[src/rtl/falafel_lsu_arbiter_pkg.sv]
// Shared types for the falafel LSU port arbiter: LSU request/response
// records, LSU opcodes and the arbiter FSM state encoding.
package falafel_lsu_arbiter_pkg;

  typedef logic [31:0] word_t;
  typedef logic [15:0] free_block_t;

  typedef enum logic [2:0] {
    LSU_OP_LOAD_WORD   = 3'd0,
    LSU_OP_STORE_WORD  = 3'd1,
    LSU_OP_LOAD_BLOCK  = 3'd2,
    LSU_OP_STORE_BLOCK = 3'd3,
    LSU_OP_LOCK        = 3'd4,
    LSU_OP_UNLOCK      = 3'd5
  } lsu_op_e;

  typedef struct packed {
    lsu_op_e     op;
    word_t       addr;
    word_t       wdata;
    free_block_t wblock;
  } lsu_req_t;

  typedef struct packed {
    word_t       rdata;
    free_block_t rblock;
  } lsu_rsp_t;

  localparam int unsigned NUM_LSU_REQ = 2;

  typedef enum logic [1:0] {
    ARB_IDLE     = 2'd0,
    ARB_ISSUE    = 2'd1,
    ARB_WAIT_RSP = 2'd2,
    ARB_RESP     = 2'd3
  } arb_state_e;

endpackage

[src/rtl/falafel_rr_arbiter.sv]
// Combinational round-robin pick: first set bit of req_mask_i searching
// upward from last_grant_i+1 (wrapping), as one-hot grant plus index.
module falafel_rr_arbiter #(
  parameter int unsigned N = 2,
  localparam int unsigned IW = $clog2(N)
) (
  input  logic [N-1:0]  req_mask_i,
  input  logic [IW-1:0] last_grant_i,
  output logic [N-1:0]  grant_o,
  output logic [IW-1:0] grant_idx_o,
  output logic          grant_valid_o
);

  logic [IW-1:0] idx_c;

  always_comb begin
    grant_o       = '0;
    grant_idx_o   = '0;
    grant_valid_o = 1'b0;
    idx_c         = '0;
    for (int unsigned k = 1; k <= N; k++) begin
      idx_c = IW'((32'(last_grant_i) + k) % N);
      if (!grant_valid_o && req_mask_i[idx_c]) begin
        grant_o[idx_c] = 1'b1;
        grant_idx_o    = idx_c;
        grant_valid_o  = 1'b1;
      end
    end
  end

endmodule

[src/rtl/falafel_lsu_arbiter.sv]
// Round-robin sharing of the single falafel LSU port with LOCK/UNLOCK
// exclusivity. Optional lock watchdog: FALAFEL_LSU_ARB_LOCK_WDT_EN.
module falafel_lsu_arbiter
  import falafel_lsu_arbiter_pkg::*;
#(
  parameter int unsigned NUM_REQ      = NUM_LSU_REQ,
  parameter int unsigned LOCK_TIMEOUT = 1024
) (
  input  logic                       clk_i,
  input  logic                       rst_ni,
  input  logic [NUM_REQ-1:0]         req_valid_i,
  output logic [NUM_REQ-1:0]         req_ready_o,
  input  lsu_req_t                   req_i [NUM_REQ],
  output logic [NUM_REQ-1:0]         rsp_valid_o,
  output lsu_rsp_t                   rsp_o,
  output logic                       lsu_req_valid_o,
  input  logic                       lsu_req_ready_i,
  output lsu_req_t                   lsu_req_o,
  input  logic                       lsu_rsp_valid_i,
  input  lsu_rsp_t                   lsu_rsp_i,
  output logic                       lock_held_o,
  output logic [$clog2(NUM_REQ)-1:0] lock_owner_o,
  output logic                       lock_timeout_o,
  output arb_state_e                 state_o
);

  localparam int unsigned IW = $clog2(NUM_REQ);

  arb_state_e           state_q;
  logic [IW-1:0]        last_grant_q;
  logic [IW-1:0]        owner_q;
  lsu_req_t             lsu_req_q;
  logic                 lsu_req_valid_q;
  lsu_rsp_t             rsp_q;
  logic [NUM_REQ-1:0]   rsp_valid_q;
  logic                 lock_held_q;
  logic [IW-1:0]        lock_owner_q;
  logic                 wdt_expire;

  logic [NUM_REQ-1:0]   elig;
  logic [NUM_REQ-1:0]   grant;
  logic [IW-1:0]        grant_idx;
  logic                 grant_valid;

  // Handshakes: a transfer happens on a clock edge where valid and ready are
  // both 1; valid is held with its payload stable until then. req_ready_o is
  // combinational so acceptance lands in the IDLE cycle itself.
  assign elig = lock_held_q ? (req_valid_i & (NUM_REQ'(1) << lock_owner_q))
                            : req_valid_i;

  falafel_rr_arbiter #(.N(NUM_REQ)) u_rr (
    .req_mask_i    (elig),
    .last_grant_i  (last_grant_q),
    .grant_o       (grant),
    .grant_idx_o   (grant_idx),
    .grant_valid_o (grant_valid)
  );

  always_ff @(posedge clk_i or negedge rst_ni) begin
    if (!rst_ni) begin
      state_q         <= ARB_IDLE;
      last_grant_q    <= IW'(NUM_REQ - 1);
      owner_q         <= '0;
      lsu_req_q       <= '0;
      lsu_req_valid_q <= 1'b0;
      rsp_q           <= '0;
      rsp_valid_q     <= '0;
      lock_held_q     <= 1'b0;
      lock_owner_q    <= '0;
    end else begin
      rsp_valid_q <= '0;
      case (state_q)
        ARB_IDLE: begin
          if (grant_valid) begin
            lsu_req_q       <= req_i[grant_idx];
            last_grant_q    <= grant_idx;
            owner_q         <= grant_idx;
            lsu_req_valid_q <= 1'b1;
            state_q         <= ARB_ISSUE;
          end
        end
        ARB_ISSUE: begin
          if (lsu_req_ready_i) begin
            lsu_req_valid_q <= 1'b0;
            state_q         <= ARB_WAIT_RSP;
          end
        end
        ARB_WAIT_RSP: begin
          if (lsu_rsp_valid_i) begin
            rsp_q       <= lsu_rsp_i;
            rsp_valid_q <= NUM_REQ'(1) << owner_q;
            state_q     <= ARB_RESP;
          end
        end
        ARB_RESP: begin
          // Lock state only changes once the LSU has completed the op.
          case (lsu_req_q.op)
            LSU_OP_LOCK: begin
              lock_held_q  <= 1'b1;
              lock_owner_q <= owner_q;
            end
            LSU_OP_UNLOCK: begin
              if (lock_held_q && (lock_owner_q == owner_q)) lock_held_q <= 1'b0;
            end
            default: ;
          endcase
          state_q <= ARB_IDLE;
        end
        default: state_q <= ARB_IDLE;
      endcase
      if (wdt_expire) lock_held_q <= 1'b0;
    end
  end

`ifdef FALAFEL_LSU_ARB_LOCK_WDT_EN
  localparam int unsigned WDT_W = $clog2(LOCK_TIMEOUT + 1);

  logic [WDT_W-1:0] wdt_cnt_q;
  logic             lock_timeout_q;

  assign wdt_expire = lock_held_q && (wdt_cnt_q == WDT_W'(LOCK_TIMEOUT));

  // Counts only idle cycles under lock, i.e. time the owner leaves the port unused.
  always_ff @(posedge clk_i or negedge rst_ni) begin
    if (!rst_ni) begin
      wdt_cnt_q      <= '0;
      lock_timeout_q <= 1'b0;
    end else begin
      if (!lock_held_q || wdt_expire) begin
        wdt_cnt_q <= '0;
      end else if (state_q == ARB_IDLE) begin
        wdt_cnt_q <= wdt_cnt_q + 1'b1;
      end
      if (wdt_expire) lock_timeout_q <= 1'b1;
    end
  end

  assign lock_timeout_o = lock_timeout_q;
`else
  logic unused_lock_timeout;
  assign unused_lock_timeout = ^32'(LOCK_TIMEOUT);
  assign wdt_expire          = 1'b0;
  assign lock_timeout_o      = 1'b0;
`endif

  assign req_ready_o     = (rst_ni && (state_q == ARB_IDLE)) ? grant : '0;
  assign rsp_valid_o     = rsp_valid_q;
  assign rsp_o           = rsp_q;
  assign lsu_req_valid_o = lsu_req_valid_q;
  assign lsu_req_o       = lsu_req_q;
  assign lock_held_o     = lock_held_q;
  assign lock_owner_o    = lock_owner_q;
  assign state_o         = state_q;

endmodule

[config.mk]
export PLATFORM = sky130hd
export DESIGN_NAME = falafel_lsu_arbiter
export DESIGN_NICKNAME = d
export VERILOG_FILES = /design/src/rtl/falafel_lsu_arbiter_pkg.sv /design/src/rtl/falafel_rr_arbiter.sv /design/src/rtl/falafel_lsu_arbiter.sv
export SDC_FILE = /design/constraint.sdc
export NUM_CORES = 1
export LEC_CHECK = 0
export BUFFER_PORTS_ARGS = -buffer_cell sky130_fd_sc_hd__buf_2
export CAP_MARGIN = 20
export CORE_MARGIN = 2
export CORE_UTILIZATION = 35
export DETAILED_ROUTE_END_ITERATION = 16
export HOLD_SLACK_MARGIN = 0.02
export PLACE_DENSITY = 0.68
export SLEW_MARGIN = 20
export SYNTH_ARGS = -nofsm -noshare
export SYNTH_HDL_FRONTEND = slang
export SYNTH_SLANG_ARGS = --single-unit
[constraint.sdc]
create_clock -name clk_i -period 3.6 [get_ports clk_i]
set_clock_uncertainty 0.1 [all_clocks]
set_input_delay 0.72 -clock clk_i [delete_from_list [all_inputs] [get_ports clk_i]]
set_output_delay 0.72 -clock clk_i [all_outputs]
set_load 0.02 [all_outputs]
# [Yosys cells after proc, flatten, opt, wreduce, memory -nomap -nowiden]
# Index checks and enable logic that the tools add are counted.
[word_totals] ramBits=0 mem_count=0 mem_bits_ro=0 output_inout_bits=141 latch_bits=0 ff_bits=140 wordCells=80
[op_classes] bitwise_logic=3 div_mod_pow=0 reduce_logical=15 n_mul=0 shift=2 magnitude_cmp=5 n_addsub=2 n_eq_ne=10 n_mux=30
[ops] operator="$mux W83" n=3
[ops] operator="$mux W2" n=9
[ops] operator="$mux W1" n=13
[ops] operator="$reduce_and A3 Y1" n=3
[ops] operator="$ne A2 B2 Y1 const B" n=4
[ops] operator="$pmux W2 S4" n=1
[ops] operator="$eq A3 B3 Y1 const B" n=2
[ops] operator="$reduce_and A2 Y1" n=3
[ops] operator="$logic_and A1 B1 Y1" n=5
[ops] operator="$eq A2 B2 Y1 const B" n=2
[ops] operator="$lt A1 B2 Y1 const B" n=2
[ops] operator="$pmux W1 S2" n=2
[ops] operator="$reduce_bool A2 Y1" n=2
[ops] operator="$shl A1 B1 Y2 const A" n=2
[ops] operator="$add A1 B1 Y1 const B" n=2
[ops] operator="$and A2 B2 Y2" n=1
[ops] operator="$demux W1 S1" n=2
[ops] operator="$eq A2 B1 Y1 const B" n=1
[ops] operator="$ge A1 B1 Y1 const B" n=2
[ops] operator="$ge A2 B2 Y1 const B" n=1
[ops] operator="$logic_not A2 Y1" n=1
[ops] operator="$not A1 Y2" n=1
[ops] operator="$or A2 B2 Y2" n=1
[ops] operator="$eq A1 B1 Y1" n=1
[ops] operator="$logic_not A1 Y1" n=1

# [Logic depth before layout (Yosys ltp)]
[logic_depth] ltp_word=13 ltp_mapped=7 depth_no_buf=5

# [Modules after synthesis]
# From an unflattened synthesis, not the netlist that was laid out.
[unflattened] hier_cells=517 hier_area_um2=6139.6
[modules_own_cells] mod="falafel_lsu_arbiter" seq_area_each_um2=3504.6 n_inst=1 cells_per_inst=512 area_per_inst_um2=6107.1
[modules_own_cells] mod="falafel_rr_arbiter" seq_area_each_um2=0.0 n_inst=1 cells_per_inst=5 area_per_inst_um2=32.5

# [Least setup slack after synthesis]
# OpenSTA, ideal clock, no wires.
[synth_path] path_kind="in2out" startpoint="in req_valid_i[0]" endpoint="out req_ready_o[1]" arrival_time_ps=1514 n_path_buf=2 setup_slack_ps=1266 path_stages=5 required_time_ps=2780 path_cell_list="nand2_1 > o211ai_2 > buf_6 > buf_2 > nor2_1"
[synth_between] elab_chain_cells=9 word_cells_on_any_way=13 classes_between="mux: 9; bitwise: 2; reduce/logical: 2"
[synth_lines] element="start: declaration" line_no="falafel_lsu_arbiter.sv:11" text="input logic [NUM_REQ-1:0] req_valid_i,"
[synth_lines] element="$and A2 B2 Y2" line_no="falafel_lsu_arbiter.sv:48" text="assign elig = lock_held_q ? (req_valid_i & (NUM_REQ'(1) << lock_owner_q))"
[synth_lines] element="$mux W2 (*)" line_no="falafel_lsu_arbiter.sv:48"
[synth_lines] element="$mux W1 (not written as such) (2 in series)" line_no="falafel_rr_arbiter.sv:23" text="if (!grant_valid_o && req_mask_i[idx_c]) begin"
[synth_lines] element="$mux W1" line_no="falafel_rr_arbiter.sv:23"
[synth_lines] element="$logic_not A1 Y1" line_no="falafel_rr_arbiter.sv:23"
[synth_lines] element="$logic_and A1 B1 Y1" line_no="falafel_rr_arbiter.sv:23"
[synth_lines] element="$mux W2 (*)" line_no="falafel_rr_arbiter.sv:23"
[synth_lines] element="$mux W2 (*)" line_no="falafel_lsu_arbiter.sv:146" text="assign req_ready_o = (rst_ni && (state_q == ARB_IDLE)) ? grant : '0;"
[synth_lines] element="end: declaration" line_no="falafel_lsu_arbiter.sv:12" text="output logic [NUM_REQ-1:0] req_ready_o,"
# Every way passes the cells marked *; elsewhere a longest branch is shown, timed or not. The select of a mux whose other input is x is not followed.

# [Worst setup path in the final report]
[layout_path] startpoint="reg lock_owner_q (netlist: lock_owner_o)" endpoint="out req_ready_o[1]"
[layout_between] elab_chain_cells=10 word_cells_on_any_way=14 classes_between="shift: 1; mux: 9; bitwise: 2; reduce/logical: 2"
[layout_lines] element="start: declaration" line_no="falafel_lsu_arbiter.sv:37" text="logic [IW-1:0] lock_owner_q;"
[layout_lines] element="start signal: assignment" line_no="falafel_lsu_arbiter.sv:100" text="lock_owner_q <= owner_q;"
[layout_lines] element="$shl A1 B1 Y2 (*)" line_no="falafel_lsu_arbiter.sv:48"
[layout_lines] element="$and A2 B2 Y2 (*)" line_no="falafel_lsu_arbiter.sv:48"
[layout_lines] element="$mux W2 (*)" line_no="falafel_lsu_arbiter.sv:48"
[layout_lines] element="$mux W1 (not written as such) (2 in series)" line_no="falafel_rr_arbiter.sv:23"
[layout_lines] element="$mux W1" line_no="falafel_rr_arbiter.sv:23"
[layout_lines] element="$logic_not A1 Y1" line_no="falafel_rr_arbiter.sv:23"
[layout_lines] element="$logic_and A1 B1 Y1" line_no="falafel_rr_arbiter.sv:23"
[layout_lines] element="$mux W2 (*)" line_no="falafel_rr_arbiter.sv:23"
[layout_lines] element="$mux W2 (*)" line_no="falafel_lsu_arbiter.sv:146"
# Marks and branches as above.

==> results.md <==
| Quantity | This run |
| --- | --- |
| Status | finished, final reports clean |
| Final antenna-violating net count | 0 |
| TritonRoute pass-1 iters | 4 |
| Post-Syn Area per Cell | 15.2 sq um |
| Main area contributors after synthesis | dfrtp_1, mux2_2, mux2_4 |
| Clock Tree Buf Depth | 2 |
| Final Max Slew Viols | 0 |
| Worst skew pair latency | 0.41 ns |
| Net switching power | 3.29 mW |
| Hold Violations, Final | 0 |
| Vias per cell | 4.66 |
| Clock tree from TritonCTS | yes |
| Number of enable-type register cells in the synthesized netlist | 0 |
| Detailed router's first-iteration violation count | 78 |
| Count of nets after finishing | 1007 |
| Max-slew headroom at the worst pin | 0.459 |
| Final clock period utilization by the worst path | 0.736 |
| Final-report setup violation count | 0 |
| Maximum fanout along the worst path | 58 |
| GRT Resource Usage Total | 0.169 |
| WL/cell | 16.0 um |
| RR Endpoint | lsu_req_o[24] |
| Nets in the synthesized netlist | 644 |
| CTS H-Tree Depth | 4 |
| Post-DP HPWL | 12200 um |
| Seq pwr share | 0.325 |
| CP max-delay cell | dfrtp_1 |
| Share of the yosys chip area belonging to registers | 0.549 |
| Arrival time of data at the critical path endpoint | 1.83 ns |
| R2R Path Start | state_o[0] |
| Pin count of the biggest net entering global routing | 78 |
| Clock sink total | 140 |
| Total negative slack | 0 ns |
| Number of antenna violations at the first check in global routing | 1 |
| Count of max-cap constraint violations | 0 |
| Cells on worst reg2reg path | 6 |
| Path type of the worst setup path | reg2out |
| Layout cell share with drive strength beyond 1 | 0.773 |
| Share of total power in combinational logic | 0.468 |
| Path class of the lowest-slack min-delay path | in2async |
| Final total power | 8.63 mW |
| Post-CTS sizing | 0 |
| Utilization after layout | 0.505 |
| Flip-flop and latch area | 0.00350 sq mm |
| Power Dens Cells | 954 mW/mm^2 |
| Largest stage delay on the critical path | 0.45 ns |
| Horiz. Die Dim | 139 um |
| Number of library cell types mapped by synthesis | 32 |
| CP endpoint kind | output port |
| Number of DRC violations after detailed routing | 0 |
| Min cycle time layout | 2.65 ns |
| Total via count in the routed design | 4779 |
| Static power due to leakage | 4.45 nW |
| # port buffers | 359 |
| DP Area | 0.00841 sq mm |
| Yosys warning total | 0 |
| Die Y-Extent | 139 um |
| Post-synth top area cell | dfrtp_1 |
| Clock buffers created by TritonCTS | 17 |
| Commonest register cell after synthesis | dfrtp_1 |
| Global-route wire length before repair | 26000 um |
| Register bit total from synthesis | 140 |
| Core area | 0.0179 sq mm |
| CTS Root Cell | clkbuf_16 |
| Setup repair after global routing missed its margin | false |
| Routability Congestion | 0.778 |
| Number of setup buffers added after CTS | 0 |
| I/O pin count | 361 |
| Overall overflow remaining after global route | 0 |
| Via count of the first global-routing pass | 5125 |
| Num rows | 49 |
| Area grow syn2layout | 41.6% |
| Required @ worst endpoint | 2.78 ns |
| Inserted Diodes | 0 |
| FMAX | 0.377 GHz |
| FILL cells | 1629 |
| Clk slew on worst S/H paths | 0.06 ns |
| Cell area after technology mapping | 0.00638 sq mm |
| Ordered list of cells on the worst path | nand2b_1 -> o211ai_4 -> buf_12 -> nor2_1 -> buf_2 |
| Worst setup slack for register-to-register paths | 1.20 ns |
| Overall die area | 0.0193 sq mm |
| Starting density of the core | 0.357 |
| Area share of the leading cell type in the synthesized netlist | 0.545 |
| Async set-reset flop share out of synthesis | 1.00 |
| Switching fraction of total power | 0.382 |
| Combined area of the multi-input logic cells | 0.00272 sq mm |
| Slew at the pin closest to its max-slew limit | 0.812 ns |
| Mapped Cells | 420 |
| Post-route cell area | 0.00904 sq mm |
| Internal power | 5.33 mW |
| Startpoint type of the worst setup path | flip-flop |
| Peak supply drop | 465 uV |
| Cts hold-fix bufs | 0 |
| Clock network power share | 0.207 |
| Post-Route WL | 16400 um |
==> worst max-delay path, delay by kind of cell (launching register included) <==
| kind | cells | cell delay [ns] |
|---|---|---|
| buf+inv | 2 | 0.50 |
| compound gates | 1 | 0.14 |
| simple gates | 2 | 0.33 |
| flops | 1 | 0.45 |
==> power by group through the flow <==
| stage | sequential, mW | clock (mW) | combinational (mW) |
|---|---|---|---|
| 2_1_floorplan | 3.80 | 0 | 1.80 |
| 3_3_place_gp | 2.80 | 0 | 4.04 |
| 3_5_place_dp | 2.83 | 0 | 4.10 |
| 4_1_cts | 2.81 | 1.85 | 4.10 |
| 5_1_grt | 2.92 | 1.92 | 4.31 |
| 6_report | 2.80 | 1.78 | 4.04 |
==> cells by family after synthesis <==
group / share of synthesized area
XOR/XNOR: 0.00137
adder cells (fa/ha/maj): 0.00784
AND/OR/NAND/NOR: 0.0106
buffers and inverters: 0.0292
flip-flops: 0.549
other: 0.000587
multiplexers: 0.384
AO/OA/AOI/OAI: 0.0170
==> worst max-delay path by stage <==
stage | startpoint | end
finish | lock_owner_o | req_ready_o[1]
floorplan | req_valid_i[0] | req_ready_o[1]
global placement | req_valid_i[0] | req_ready_o[1]
CTS | lock_owner_o | req_ready_o[1]
global route | lock_held_o | req_ready_o[1]
detailed placement | req_valid_i[0] | req_ready_o[1]
==> flip-flops by register name, indices dropped and copies added, names as in the netlist <==
register         cells
lsu_req_valid_o      1
rsp_o               48
last_grant_q         1
lsu_req_o           83
owner_q              1
lock_owner_o         1
lock_held_o          1
rsp_valid_o          2
state_o              2
==> metal layers <==
metal	track usage	wire, um	vias to the layer above	share of wire
met1	0.183	6130	2290	0.37
li1	-	-	2237	-
met3	0.0639	1390	25	0.085
met2	0.302	8500	225	0.52
met5	0	14	-	0.00086
met4	0.0617	320	2	0.020
==> cell usage in the layout, fill, tap and decap left out, drive strengths merged <==
master	synthesis	final
a21boi	1	1
a21oi	1	1
a221oi	1	1
a311oi	1	1
buf	20	368
bufinv	0	2
clkbuf	4	19
clkinv	0	4
clkinvlp	0	1
conb	1	1
dfrtp	139	139
dfstp	1	1
ha	4	4
inv	7	13
mux2	215	215
nand2	5	5
nand2b	1	1
nand3	1	1
nand3b	1	1
nor2	3	3
nor2b	1	1
nor3	1	1
nor3b	1	1
o211ai	1	1
o21ai	3	3
o22ai	3	3
o311ai	1	1
o31ai	1	1
o32a	1	1
xor2	1	1
==> stage by stage <==
| step | hold WS (ns) | setup slack (ns) | cells |
|---|---|---|---|
| floorplan | 0.324 | 1.27 | 420 |
| global placement | 0.364 | 1.10 | 992 |
| detailed placement | 0.368 | 1.03 | 992 |
| CTS | 0.377 | 0.893 | 1024 |
| global route | 0.197 | 0.795 | 1025 |
| finish | 0.192 | 0.949 | 1025 |
==> layout make-up <==
type / count / area share
sequential: 140 / 0.388
multi-input combinational: 249 / 0.300
timing repair buffer: 368 / 0.210
clock buffer: 19 / 0.0501
tap: 229 / 0.0317
clock inverter: 13 / 0.0167
inverter: 7 / 0.00291
==> synth_stat cells (3+ instances only) <==
cell type,count
mux2_2,202
mux2_4,9
buf_1,4
o21ai_0,3
o22ai_1,3
buf_2,5
nand2_1,5
buf_4,5
clkbuf_1,4
ha_1,4
nor2_1,3
dfrtp_1,139
mux2_1,4
inv_1,7
buf_6,6
(Power assumes the default switching activity.)
